--- config.mk ---
export PLATFORM = sky130hd
export DESIGN_NAME = pipe_stage_buf
export DESIGN_NICKNAME = d
export VERILOG_FILES = /design/src/rtl/pipe_stage_buf.sv
export SDC_FILE = /design/constraint.sdc
export NUM_CORES = 1
export LEC_CHECK = 0
export CELL_PAD_IN_SITES_DETAIL_PLACEMENT = 1
export CELL_PAD_IN_SITES_GLOBAL_PLACEMENT = 1
export CORE_MARGIN = 2
export CORE_UTILIZATION = 35
export DETAILED_ROUTE_END_ITERATION = 10
export HOLD_SLACK_MARGIN = 0.03
export PLACE_DENSITY_LB_ADDON = 0.1
export SLEW_MARGIN = 20
export SYNTH_ARGS = -nofsm -noshare
export SYNTH_HDL_FRONTEND = slang
export SYNTH_SLANG_ARGS = --single-unit
--- constraint.sdc ---
create_clock -name clk -period 2.2 [get_ports clk]
set_clock_uncertainty 0.2 [all_clocks]
set_input_delay 0.33 -clock clk [delete_from_list [all_inputs] [get_ports clk]]
set_output_delay 0.33 -clock clk [all_outputs]
set_load 0.02 [all_outputs]
--- src/rtl/pipe_stage_buf.sv ---
// pipe_stage_buf: pipeline stage register built as a 2-entry skid buffer.
//
// It sits on an inter-stage boundary (IF/ID, ID/EX, ...) and carries an
// instruction and its PC. Both sides use a valid/ready handshake. A flush
// discards everything that is buffered. A saturating counter records stall
// cycles for performance monitoring.
//
// Handshake: a transfer happens on a rising edge where valid and ready are
// both 1. The producer holds its payload stable while valid=1 and ready=0.
// in_ready is computed only from registered occupancy, flush and rst, so it
// has no path from out_ready. out_* come straight from registers, so there
// is no combinational path from in_* to out_*.
//
// Ports:
//   clk          clock; all state changes on the rising edge
//   rst          synchronous active-high reset (takes priority over flush)
//   flush        synchronous discard of all buffered entries
//   in_valid     upstream offers in_instr/in_pc
//   in_ready     stage can accept this cycle
//   in_instr     instruction from upstream
//   in_pc        PC of in_instr
//   out_valid    out_instr/out_pc hold a real entry
//   out_ready    downstream consumes this cycle
//   out_instr    head instruction, NOP_INSTR when empty
//   out_pc       head PC, 0 when empty
//   stall_count  saturating count of cycles with out_valid=1, out_ready=0
//   dbg_state    current occupancy state (0 EMPTY, 1 ONE, 2 TWO)
module pipe_stage_buf #(
    parameter int                 INSTR_W   = 16,
    parameter int                 ADDR_W    = 16,
    parameter logic [INSTR_W-1:0] NOP_INSTR = 16'h1000,
    parameter int                 CNT_W     = 16
) (
    input  logic               clk,
    input  logic               rst,
    input  logic               flush,
    input  logic               in_valid,
    output logic               in_ready,
    input  logic [INSTR_W-1:0] in_instr,
    input  logic [ADDR_W-1:0]  in_pc,
    output logic               out_valid,
    input  logic               out_ready,
    output logic [INSTR_W-1:0] out_instr,
    output logic [ADDR_W-1:0]  out_pc,
    output logic [CNT_W-1:0]   stall_count,
    output logic [1:0]         dbg_state
);

    typedef enum logic [1:0] {
        EMPTY = 2'd0,
        ONE   = 2'd1,
        TWO   = 2'd2
    } state_t;

    state_t               r_state;
    state_t               w_state_nxt;
    logic [INSTR_W-1:0]   r_main_instr;
    logic [ADDR_W-1:0]    r_main_pc;
    logic [INSTR_W-1:0]   r_skid_instr;
    logic [ADDR_W-1:0]    r_skid_pc;
    logic [INSTR_W-1:0]   w_main_instr_nxt;
    logic [ADDR_W-1:0]    w_main_pc_nxt;
    logic [INSTR_W-1:0]   w_skid_instr_nxt;
    logic [ADDR_W-1:0]    w_skid_pc_nxt;
    logic [CNT_W-1:0]     r_stall_count;
    logic                 w_in_ready;
    logic                 w_out_valid;
    logic                 w_accept;
    logic                 w_drain;

    assign w_in_ready  = (r_state != TWO) && !flush && !rst;
    assign w_out_valid = (r_state != EMPTY);
    assign w_accept    = in_valid && w_in_ready;
    assign w_drain     = w_out_valid && out_ready;

    always_comb begin
        w_state_nxt      = r_state;
        w_main_instr_nxt = r_main_instr;
        w_main_pc_nxt    = r_main_pc;
        w_skid_instr_nxt = r_skid_instr;
        w_skid_pc_nxt    = r_skid_pc;
        if (rst || flush) begin
            // A drain in this cycle still reaches downstream; internal state is discarded.
            w_state_nxt      = EMPTY;
            w_main_instr_nxt = NOP_INSTR;
            w_main_pc_nxt    = '0;
            w_skid_instr_nxt = NOP_INSTR;
            w_skid_pc_nxt    = '0;
        end else begin
            case (r_state)
                EMPTY: begin
                    if (w_accept) begin
                        w_state_nxt      = ONE;
                        w_main_instr_nxt = in_instr;
                        w_main_pc_nxt    = in_pc;
                    end
                end
                ONE: begin
                    if (w_accept && w_drain) begin
                        w_main_instr_nxt = in_instr;
                        w_main_pc_nxt    = in_pc;
                    end else if (w_accept) begin
                        // The head is still waiting, so the new entry parks behind it.
                        w_state_nxt      = TWO;
                        w_skid_instr_nxt = in_instr;
                        w_skid_pc_nxt    = in_pc;
                    end else if (w_drain) begin
                        w_state_nxt      = EMPTY;
                        w_main_instr_nxt = NOP_INSTR;
                        w_main_pc_nxt    = '0;
                    end
                end
                TWO: begin
                    // in_ready is low here, so the only possible event is a drain.
                    if (w_drain) begin
                        w_state_nxt      = ONE;
                        w_main_instr_nxt = r_skid_instr;
                        w_main_pc_nxt    = r_skid_pc;
                        w_skid_instr_nxt = NOP_INSTR;
                        w_skid_pc_nxt    = '0;
                    end
                end
                default: begin
                    w_state_nxt      = EMPTY;
                    w_main_instr_nxt = NOP_INSTR;
                    w_main_pc_nxt    = '0;
                    w_skid_instr_nxt = NOP_INSTR;
                    w_skid_pc_nxt    = '0;
                end
            endcase
        end
    end

    always_ff @(posedge clk) begin
        if (rst) begin
            r_state <= EMPTY;
        end else begin
            r_state <= w_state_nxt;
        end
        r_main_instr <= w_main_instr_nxt;
        r_main_pc    <= w_main_pc_nxt;
        r_skid_instr <= w_skid_instr_nxt;
        r_skid_pc    <= w_skid_pc_nxt;
    end

    // Flush leaves the counter alone; only rst clears it. Saturates, never wraps.
    always_ff @(posedge clk) begin
        if (rst) begin
            r_stall_count <= '0;
        end else if (w_out_valid && !out_ready && (r_stall_count != {CNT_W{1'b1}})) begin
            r_stall_count <= r_stall_count + {{(CNT_W-1){1'b0}}, 1'b1};
        end
    end

    assign in_ready    = w_in_ready;
    assign out_valid   = w_out_valid;
    assign out_instr   = w_out_valid ? r_main_instr : NOP_INSTR;
    assign out_pc      = w_out_valid ? r_main_pc : '0;
    assign stall_count = r_stall_count;
    assign dbg_state   = r_state;

endmodule

==> key figures, run 1 <==
CTS
  – Max Buffers Root-to-Sink: 2
  – Worst-skew pair later-pin latency: 0.35 ns
  – Clock slew at reported path FFs: 0.06 ns
  – CTS Hold Bufs: 0
  – CTS Buf Count: 9
  – H-tree levels: 3
  – CTS tree: built
  – CTS Sinks: 82
  – Clk root buf: clkbuf_16

Power and ir drop
  – Sequential power share: 38.1%
  – Comb pwr share: 12.0%
  – Sw Ratio: 23.0%
  – Peak VDD IR: 0.278 mV
  – Int Power: 3.06 mW
  – Leak pwr: 2.29 nW
  – Pwr/cell area: 653 nW/um^2
  – Clock power share: 49.9%
  – Net Sw Power: 915 uW

Cells and area
  – Final net count: 642
  – ANT cells: 0
  – Share of cells above drive strength 1: 11.8%
  – Area delta synth->final: 38.2%
  – Fin util: 50.1%
  – Commonest non-fill, non-tap cell in the layout: dfxtp_1
  – Design Area, Final: 6090 sq um
  – Commonest cells after routing, fill and taps aside: dfxtp_1, nor2_1, mux2i_1, clkdlybuf4s50_1, nor2b_1

Die
  – Initial core utilization: 36.2%
  – Ports: 89
  – Height of the die: 116 microns
  – Core region area: 12200 sq um
  – Die area: 13500 sq um
  – Row cnt: 40
  – Die width: 116 microns

Synthesis
  – Sequential-to-total area share from yosys stat: 37.3%
  – Ys async rst share: 0%
  – Synth top area share: 37.3%
  – Avg Synthesized Cell Area: 8.57 sq um
  – Post-synth top flop: dfxtp_1
  – Yosys warns: 0
  – Cell area after synthesis: 4410 sq um
  – Number of synthesized register bits: 82
  – Post-synthesis cell count: 514
  – Synth top area cells: dfxtp_1, mux2i_1, o32ai_1
  – Syn_nets: 552
  – Leading area contributor after synthesis: dfxtp_1
  – Synth cell types: 37
  – Post-synth EDFFs: 0

Outcome
  – Status: completed

Placement
  – Post-Place Cell Area: 5570 sq um
  – I/O Buffers: 88
  – GPL Wtd Cong: 0.723
  – Post-Place Setup Slack: -0.335 ns
  – DP HPWL: 8480 microns

Global route
  – Largest net degree at the start of global routing: 67
  – Total track usage: 21.1%
  – Initial antenna violation count: 0
  – Vias in the first global route: 4267
  – First-pass GRT wire length: 22200 microns
  – Gr ovfl total: 0

Timing
  – Worst slew pin tran: 0.733 ns
  – Final hold viol count: 0
  – Final Max Slew Viols: 0
  – Fin crit share: 97.3%
  – Peak Freq: 0.467 GHz
  – Fin Hold WS: 0.271 ns
  – Fin worst setup slack: 0.0584 ns
  – RSZ-0062 raised after global routing: yes
  – Min Tclk post-route: 2.14 ns
  – Final setup violation count: 0
  – Max-slew headroom: 51.1%
  – Setup Total Neg Slack: 0 ns

Setup path
  – WS Path Type: input pin to output pin
  – CP Cell Sequence: clkdlybuf4s50_1 -> or2_2 -> nor2_1 -> clkdlybuf4s15_2
  – CP Launch Type: input pin
  – CP required: 1.67 ns
  – CP Capture Type: output pin
  – Slowest cell on crit path: clkdlybuf4s50_1
  – Worst EP arrival: 1.61 ns
  – Crit-path max cell delay: 0.50 ns
  – Crit path max fanout: 4

Route
  – Via Count: 4163
  – WL per Instance: 17.9 microns
  – DRC Markers: 0
  – Antenna viol nets, final: 0
  – Routed WL: 13900 microns
  – Pre-antenna DRT Iters: 4
  – Drt first-iter violations: 212
  – Via density per instance: 5.36

Hold path
  – Hold WC Path Type: flop to flop

Job
  – Total of max-cap violations: 0
-- registers in the layout (all words and copies together) (netlist names) --
name and cells:
r_main_instr 16, r_main_pc 16, r_skid_instr 16, r_skid_pc 16
stall_count 16, dbg_state 2
-- power groups by stage --
stage          sequential, mW  combinational [mW]  clock, mW
6_report                 1.51               0.478       1.98
5_1_grt                  1.52               0.520       2.10
3_5_place_dp             1.55               0.441          0
2_1_floorplan            1.55               0.252          0
4_1_cts                  1.51               0.478       2.03
3_3_place_gp             1.55               0.430          0
-- area by class of cell --
cell class | instances | area (sq um)
fill | 1421 | 6070
inverter | 34 | 128
multi-input combinational | 353 | 2480
timing repair buffer | 124 | 1230
tap | 168 | 210
clock buffer | 9 | 225
clock inverter | 7 | 164
sequential | 82 | 1650
-- critical path: cells and delay by family --
family,cells,cell delay [ns]
buffers and inverters,2,0.79
and+or+nand+nor,2,0.49
-- through the flow --
step,power [mW],cells
floorplan,1.80,514
CTS,4.02,777
global route,4.13,777
finish,3.98,777
detailed placement,1.99,754
global placement,1.98,754
-- repair_timing --
item                                    CTS  global route
pin swaps                                 2             0
gates resized for setup                  45             9
endpoints found under the setup margin   43            15
gates cloned                              2             0
buffers inserted                          5             0
-- synthesized netlist by cell type (10+ instances only) --
cell type / number
a22oi_1: 31
mux2i_1: 63
dfxtp_1: 82
nor2b_1: 35
o32ai_1: 31
a21oi_1: 20
buf_2: 15
and2_1: 32
nor2_1: 66
or4_1: 10
o31ai_1: 11
clkbuf_1: 26
inv_1: 33
-- path summary, 6_finish.rpt --
kind	endpoint	slack [ns]	cells past startpoint	startpoint
worst max-delay path	in_ready	0.06	4	rst
worst min-delay path	r_main_instr[12]	0.27	1	r_main_instr[12]
worst max register to register	r_main_instr[9]	0.06	5	dbg_state[1]
worst min register to register	r_main_instr[12]	0.27	1	r_main_instr[12]
-- logic make-up after synthesis --
logic type,Yosys count,share of synthesized area (%)
and+or+nand+nor,181,22.2
buffers and inverters,81,8.01
adders and majority gates,1,0.284
AOI/OAI and AO/OA,106,17.9
DFF,82,37.3
muxes,63,14.3
-- metal layers --
layer / share of wire [%] / global-route usage [%]
met1: 47 / 27.0
met4: 1.2 / 7.86
met5: 0 / 0
met2: 49 / 36.0
met3: 3.3 / 3.37
(Power assumes the default switching activity.)
==> inputs of run 2 (changes only) <==
- CTS_CLUSTER_DIAMETER: not set -> 100
==> results of run 2 <==
The final DEF is identical to that of run 1; final timing and power are the same.
